### src/rtl/syn_acortex_lb_mstr.sv
// syn_acortex_lb_mstr: host-to-local-bus master issuing one strobe per command and waiting for a per-slave ack or timeout
module syn_acortex_lb_mstr #(
   parameter int P_LB_DATA_W  = 16,
   parameter int P_LB_ADDR_W  = 8,
   parameter int P_NUM_SLAVES = 4,
   parameter int P_TIMEOUT    = 16
) (
   input  logic                              clk_ir,
   input  logic                              rst_sync_l,
   input  logic                              host_req_valid,
   output logic                              host_req_ready,
   input  logic                              host_req_wr,
   input  logic [P_LB_ADDR_W-1:0]            host_req_addr,
   input  logic [P_LB_DATA_W-1:0]            host_req_wdata,
   output logic                              host_rsp_valid,
   output logic [P_LB_DATA_W-1:0]            host_rsp_rdata,
   output logic                              host_rsp_err,
   output logic [P_LB_ADDR_W-1:0]            lb_addr,
   output logic [P_LB_DATA_W-1:0]            lb_wr_data,
   output logic [P_NUM_SLAVES-1:0]           lb_wr_en,
   output logic [P_NUM_SLAVES-1:0]           lb_rd_en,
   input  logic [P_NUM_SLAVES-1:0]           lb_wr_valid,
   input  logic [P_NUM_SLAVES-1:0]           lb_rd_valid,
   input  logic [P_NUM_SLAVES*P_LB_DATA_W-1:0] lb_rd_data
);
   localparam int CW = $clog2(P_TIMEOUT) + 1;
   localparam logic [CW-1:0] TO_LAST = CW'(P_TIMEOUT - 1);
   localparam logic [P_LB_DATA_W-1:0] DEAD = P_LB_DATA_W'(16'hDEAD);
   typedef enum logic [1:0] {IDLE, ISSUE, WAIT, RESP} state_t;
   state_t                  state_q, state_d;
   logic                    wr_q, wr_d;
   logic [1:0]              sel_q, sel_d;
   logic [CW-1:0]           cnt_q, cnt_d;
   logic [P_LB_ADDR_W-1:0]  addr_q, addr_d;
   logic [P_LB_DATA_W-1:0]  wdata_q, wdata_d;
   logic                    ready_q, ready_d;
   logic                    rsp_valid_q, rsp_valid_d;
   logic [P_LB_DATA_W-1:0]  rdata_q, rdata_d;
   logic                    err_q, err_d;
   logic [P_NUM_SLAVES-1:0] wr_en_q, wr_en_d;
   logic [P_NUM_SLAVES-1:0] rd_en_q, rd_en_d;
   logic                    ack;
   logic [P_LB_DATA_W-1:0]  sel_rdata;
   // state and all output registers; reset aborts any pending command
   always_ff @(posedge clk_ir or negedge rst_sync_l) begin
      if (!rst_sync_l) begin
         state_q     <= IDLE;
         wr_q        <= 1'b0;
         sel_q       <= '0;
         cnt_q       <= '0;
         addr_q      <= '0;
         wdata_q     <= '0;
         ready_q     <= 1'b0;
         rsp_valid_q <= 1'b0;
         rdata_q     <= '0;
         err_q       <= 1'b0;
         wr_en_q     <= '0;
         rd_en_q     <= '0;
      end else begin
         state_q     <= state_d;
         wr_q        <= wr_d;
         sel_q       <= sel_d;
         cnt_q       <= cnt_d;
         addr_q      <= addr_d;
         wdata_q     <= wdata_d;
         ready_q     <= ready_d;
         rsp_valid_q <= rsp_valid_d;
         rdata_q     <= rdata_d;
         err_q       <= err_d;
         wr_en_q     <= wr_en_d;
         rd_en_q     <= rd_en_d;
      end
   end
   // next state; strobes and response are computed one cycle early so outputs come straight from flops
   always_comb begin
      state_d     = state_q;
      wr_d        = wr_q;
      sel_d       = sel_q;
      cnt_d       = cnt_q;
      addr_d      = addr_q;
      wdata_d     = wdata_q;
      rsp_valid_d = 1'b0;
      rdata_d     = rdata_q;
      err_d       = err_q;
      wr_en_d     = '0;
      rd_en_d     = '0;
      ack         = 1'b0;
      sel_rdata   = '0;
      for (int i = 0; i < P_NUM_SLAVES; i++) begin
         if (int'(sel_q) == i) begin
            ack       = wr_q ? lb_wr_valid[i] : lb_rd_valid[i];
            sel_rdata = lb_rd_data[i*P_LB_DATA_W +: P_LB_DATA_W];
         end
      end
      case (state_q)
         IDLE: begin
            if (host_req_valid && ready_q) begin
               wr_d    = host_req_wr;
               addr_d  = host_req_addr;
               wdata_d = host_req_wdata;
               sel_d   = host_req_addr[P_LB_ADDR_W-1 -: 2];
               state_d = ISSUE;
               for (int i = 0; i < P_NUM_SLAVES; i++) begin
                  if (int'(sel_d) == i) begin
                     wr_en_d[i] = host_req_wr;
                     rd_en_d[i] = !host_req_wr;
                  end
               end
            end
         end
         ISSUE: begin
            cnt_d   = '0;
            state_d = WAIT;
         end
         WAIT: begin
            if (ack) begin
               rdata_d     = wr_q ? '0 : sel_rdata;
               err_d       = 1'b0;
               rsp_valid_d = 1'b1;
               state_d     = RESP;
            end else if (cnt_q == TO_LAST) begin
               rdata_d     = DEAD;
               err_d       = 1'b1;
               rsp_valid_d = 1'b1;
               state_d     = RESP;
            end else begin
               cnt_d = cnt_q + 1'b1;
            end
         end
         RESP: state_d = IDLE;
         default: state_d = IDLE;
      endcase
      ready_d = (state_d == IDLE);
   end
   assign host_req_ready = ready_q;
   assign host_rsp_valid = rsp_valid_q;
   assign host_rsp_rdata = rdata_q;
   assign host_rsp_err   = err_q;
   assign lb_addr        = addr_q;
   assign lb_wr_data     = wdata_q;
   assign lb_wr_en       = wr_en_q;
   assign lb_rd_en       = rd_en_q;
endmodule

### config.mk
export PLATFORM = sky130hd
export DESIGN_NAME = syn_acortex_lb_mstr
export DESIGN_NICKNAME = d
export VERILOG_FILES = /design/src/rtl/syn_acortex_lb_mstr.sv
export SDC_FILE = /design/constraint.sdc
export NUM_CORES = 1
export LEC_CHECK = 0
export ABC_AREA = 1
export CAP_MARGIN = 20
export CORE_MARGIN = 10
export CORE_UTILIZATION = 44
export DETAILED_ROUTE_END_ITERATION = 10
export PLACE_DENSITY = 0.86
export RECOVER_POWER = 100
export REMOVE_ABC_BUFFERS = 1
export SLEW_MARGIN = 10
export SYNTH_ARGS = -nofsm -noshare
export SYNTH_HDL_FRONTEND = slang
export SYNTH_SLANG_ARGS = --single-unit
### constraint.sdc
create_clock -name clk_ir -period 3.52 [get_ports clk_ir]
set_input_delay 0.704 -clock clk_ir [delete_from_list [all_inputs] [get_ports clk_ir]]
set_output_delay 0.704 -clock clk_ir [all_outputs]
set_load 0.01 [all_outputs]
# Word-level counts from Yosys, hierarchy flattened
# Cells that the tools add are included.
[word_totals] regBits=61 latch_bits=0 mem_bits_rw=0 romBits=0 inputBits=100 output_inout_bits=51 elab_cells=75 memories=0
[op_classes] n_addsub=1 multipliers=0 n_div=0 n_lt_le_gt_ge=0 eq_ne=12 shifts=0 mux=39 bitwise=0 n_reduce_logical=11
[ops] op="16-bit 2-to-1 mux" count=7
[ops] op="1-bit 2-to-1 mux" count=21
[ops] op="4-bit 2-to-1 mux" count=4
[ops] op="2-bit equality test (second input constant)" count=6
[ops] op="5-bit 2-to-1 mux" count=2
[ops] op="5-bit case mux with 2 select lines" count=1
[ops] op="2-bit zero test" count=4
[ops] op="2-bit case mux with 4 select lines" count=1
[ops] op="2-bit by 1-bit equality test with 1-bit output (second input constant)" count=3
[ops] op="2-bit 2-to-1 mux" count=3
[ops] op="5-bit by 1-bit adder with 5-bit output (second input constant)" count=1
[ops] op="5-bit by 4-bit equality test with 1-bit output (second input constant)" count=1
[ops] op="2-bit != test (second input constant)" count=2
[ops] op="2-bit AND reduction" count=2
[ops] op="2-bit nonzero test" count=2
[ops] op="3-bit AND reduction" count=1
[ops] op="1-bit logical AND" count=1
[ops] op="1-bit zero test" count=1

# Longest topological paths before layout
[depth] depth_word=8 ltp_mapped=12 depth_no_buf=10

# Worst setup path after synthesis
# No wires, ideal clock.
[synth_path] kind="in2reg" from="input lb_wr_valid[3]" to="register cnt_q[2]" setup_time_ps=117 t_arrival_ps=1609 required_time_ps=3403 path_slack_ps=1794 path_stages=11 n_path_buf=1 path_cell_list="inv_1 -> nand2_1 -> nand2_1 -> nor2_1 -> nor2_1 -> nand2_4 -> nand2_1 -> buf_4 -> nand2_1 -> nand2_1 -> nand2_1"
[synth_via] elab_chain_len=4
[synth_rtl] element="from (decl)" line_no="22" text="input logic [P_NUM_SLAVES-1:0] lb_wr_valid,"
[synth_rtl] element="1-bit 2-to-1 mux" line_no="91" text="ack = wr_q ? lb_wr_valid[i] : lb_rd_valid[i];"
[synth_rtl] element="1-bit 2-to-1 mux" line_no="90" text="if (int'(sel_q) == i) begin"
[synth_rtl] element="2-bit != test (no source line)"
[synth_rtl] element="3-bit AND reduction (no source line)"
[synth_rtl] element="to (signal assigned)" line_no="63" text="cnt_q <= cnt_d;"
[synth_rtl] element="to (decl)" line_no="33" text="logic [CW-1:0] cnt_q, cnt_d;"
# No other way between the ends.
# A chain may end at the register's enable or synchronous reset.

# Worst setup path after layout
[layout_path] from="register sel_q[1]" to="register rdata_q[2] (netlist: host_rsp_rdata[2])"
[layout_via] elab_chain_len=7
[layout_rtl] element="from (decl)" line_no="32" text="logic [1:0] sel_q, sel_d;"
[layout_rtl] element="from (signal assigned)" line_no="62" text="sel_q <= sel_d;"
[layout_rtl] element="2-bit zero test" line_no="90"
[layout_rtl] element="16-bit 2-to-1 mux or 1-bit 2-to-1 mux (tied branches) (4 in series)" line_no="90"
[layout_rtl] element="16-bit 2-to-1 mux or 2-bit nonzero test (tied branches)"
[layout_rtl] element="16-bit 2-to-1 mux or 2-bit AND reduction (tied branches)"
[layout_rtl] element="to (signal assigned)" line_no="68" text="rdata_q <= rdata_d;"
[layout_rtl] element="to (decl)" line_no="38" text="logic [P_LB_DATA_W-1:0] rdata_q, rdata_d;"
# Several ways; a longest one is shown, not always the timed one.

==> impl_metrics.yaml <==
global_route:
  grt_max_degree: 34
  first_global_vias: 3560
  antenna_found_initial: 0
  grt_overflow: 0
  grt_pass1_wl_microns: 17800
  grt.total_usage: 0.202
die:
  rows: 30
  die_w_microns: 104
  die_y_microns: 104
  die-area_sq_mm: 0.0108
  initial_core_util: 0.454
  io_pins: 151
  core_area_sq_mm: 0.00679
worst_setup_path:
  start_kind: "flip-flop"
  path_cells: "clkbuf_1, inv_2, nor2_4, nand2_1, nor2_1, nor2_1, nand2_1, nand2_1, buf_4, nand2_1, nand2_1, nand2_1"
  critPathMaxStageDelay_ns: 0.49
  reg2reg_to: "host_rsp_rdata[2]"
  critPathBufInv: 3
  worstPathRequired_ns: 3.80
  crit_type: "reg -> reg"
  arrival_ns: 3.19
  r2r_cells: 12
  crit_fanout: 20
  r2r-start: "sel_q[1]"
  path_common_cell: "nand2_1"
  cp_top_family: "simple AND/OR/NAND/NOR gates"
  r2r_slack_ns: 0.61
  crit_path_top_delay_cell: "dfrtp_1"
  end_kind: "flip-flop"
layout:
  area_growth_pct: 58.7
  drive_gt1_frac: 0.0493
  finish.utilization: 0.721
  mostFrequentLayoutCells: "nand2_1 (205), clkdlybuf4s50_1 (98), dfrtp_1 (59), dlygate4sd3_1 (51), nand3_1 (42)"
  final_common_cell: "nand2_1"
  antenna_cells: 0
  fin_nets: 688
route:
  totalWireLength_microns: 10800
  dr.pass1.iters: 4
  antenna_left: 0
  drc: 0
  vias_per_cell: 4.94
  num_vias: 3379
  drt_iter0_drc: 162
  wire_per_inst_microns: 15.8
pwr:
  vdd_drop_max_mv: 0.443
  power.total_mw: 3.76
  cellPowerDensity_mw_per_mm2: 767
  p_leak_nw: 2.52
clocking:
  cts_root_buffer: "clkbuf_8"
  post_cts_resized: 0
  h-tree-depth: 3
  clock_latency_ns: 0.34
  cts_buffers: 9
  clk_pin_slew_ns: 0.07
  postCtsSetupBuffers: 0
  postCtsHoldBufs: 0
  clockBufferDepth: 2
  cts.sinks: 59
  cts_tree: "built"
hold_path:
  hold_depth: 2
  worstHoldStart: "lb_wr_data[6]"
  hp-class: "reg -> reg"
  hold_end: "lb_wr_data[6]"
timing:
  layout_min_cycle_time_ns: 2.91
  hold_viol_final: 0
  rsz0062_at_grt: "false"
  setup_viol: 0
  finalCritPeriodShare: 0.827
  setup_tns_ns: 0
  tightest_slew_ns: 1.74
  slew_headroom: -0.162
  timing_max_transition_violations_final: 34
  whs_ns: 0.480
  finalClockSkew_ns: 0.00668
  fmax_mhz: 344
logic_synthesis:
  synth_flop_cell: "dfrtp_1"
  synthCells: 431
  yosysWarnings: 0
  yosysUniqueCellTypes: 25
  avgSynthCellArea_sq_um: 7.16
  yosysSeqAreaShare: 0.478
  synth_edf_count: 0
  synth-seq-cells: 59
  synth.cell_area_sq_mm: 0.00309
  synthArstFlopShare: 1.00
status:
  violations: "max-capacitance violations, max-slew violations"
  status: "complete, but fails checks"
place:
  io_buffers: 150
  gp_congestion: 0.798
  dp_hpwl_microns: 8580
flow_run:
  drv_cap: 1
## per-stage QoR
| step | worst slack (ns) | instance area, sq um | std cells |
|---|---|---|---|
| floorplan | 1.10 | 3010 | 414 |
| global placement | 0.932 | 4680 | 668 |
| detailed placement | 0.851 | 4680 | 668 |
| CTS | 0.876 | 4920 | 684 |
| global route | 0.337 | 4900 | 684 |
| finish | 0.610 | 4900 | 684 |
## power breakdown
| part | internal, mW | total [mW] | leakage (nW) | switching (mW) |
|---|---|---|---|---|
| Combinational | 0.792 | 1.90 | 1.65 | 1.10 |
| Clock | 0.468 | 0.742 | 0.119 | 0.273 |
| Sequential | 0.937 | 1.12 | 0.755 | 0.183 |
| Total | 2.20 | 3.76 | 2.52 | 1.56 |
## worst max-delay path by stage
| stage | startpoint | cells past startpoint | to |
|---|---|---|---|
| final | sel_q[1] | 12 | host_rsp_rdata[2] |
| after global routing | sel_q[1] | 12 | host_rsp_rdata[11] |
| after CTS | sel_q[0] | 10 | host_rsp_rdata[2] |
| after detailed placement | lb_wr_valid[3] | 12 | host_rsp_rdata[2] |
| after global placement | lb_wr_valid[3] | 12 | host_rsp_rdata[2] |
| after floorplan | sel_q[0] | 10 | host_rsp_rdata[0] |
## layout make-up
class | count | area [sq um]
Clock buffer | 9 | 124
Sequential cell | 59 | 1480
Inverter | 36 | 135
Fill cell | 535 | 1890
Multi-Input combinational cell | 319 | 1390
Timing Repair Buffer | 158 | 1540
Clock inverter | 7 | 116
Tap cell | 96 | 120
## worst min-delay path, stage by stage, from the launching register on
cell	delay (ns)
dfrtp_1	0.34
nand2_1	0.05
nand2_1	0.06
## sequential cells by signal (all words and copies together) (netlist names)
| signal | flops |
|---|---|
| cnt_q | 5 |
| sel_q | 2 |
| wr_q | 1 |
| state_q | 2 |
| host_rsp_rdata | 16 |
| host_rsp_valid | 1 |
| host_req_ready | 1 |
| host_rsp_err | 1 |
| lb_rd_en | 4 |
| lb_addr | 6 |
| lb_wr_en | 4 |
| lb_wr_data | 16 |
## Yosys cell counts, types with 2 or more instances
cell        n  area share
nand2_1   204        0.25
dfrtp_1    59        0.48
nand3_1    42       0.068
inv_1      31       0.038
nor2_1     31       0.038
clkbuf_1   12       0.015
nand4_1     9       0.018
o21ai_0     9       0.015
ha_1        5       0.020
o211ai_1    5       0.012
inv_2       4      0.0049
a21oi_1     3      0.0049
buf_2       2      0.0032
buf_4       2      0.0049
or2_2       2      0.0041
xor2_1      2      0.0057
## layer usage
layer | GRT usage | routed length [microns]
met1 | 0.224 | 4170
met2 | 0.336 | 5110
met3 | 0.0936 | 1350
met4 | 0.0626 | 195
met5 | 0 | 0
## cells by family after synthesis
family                     after synthesis  share of synthesized area
adders and majority gates                5                     0.0203
DFF                                     59                      0.478
AOI/OAI and AO/OA                       18                     0.0340
buffers and inverters                   53                     0.0701
xor gates and xnor gates                 2                    0.00568
and+or+nand+nor                        294                      0.392
(Power assumes the default switching activity.)
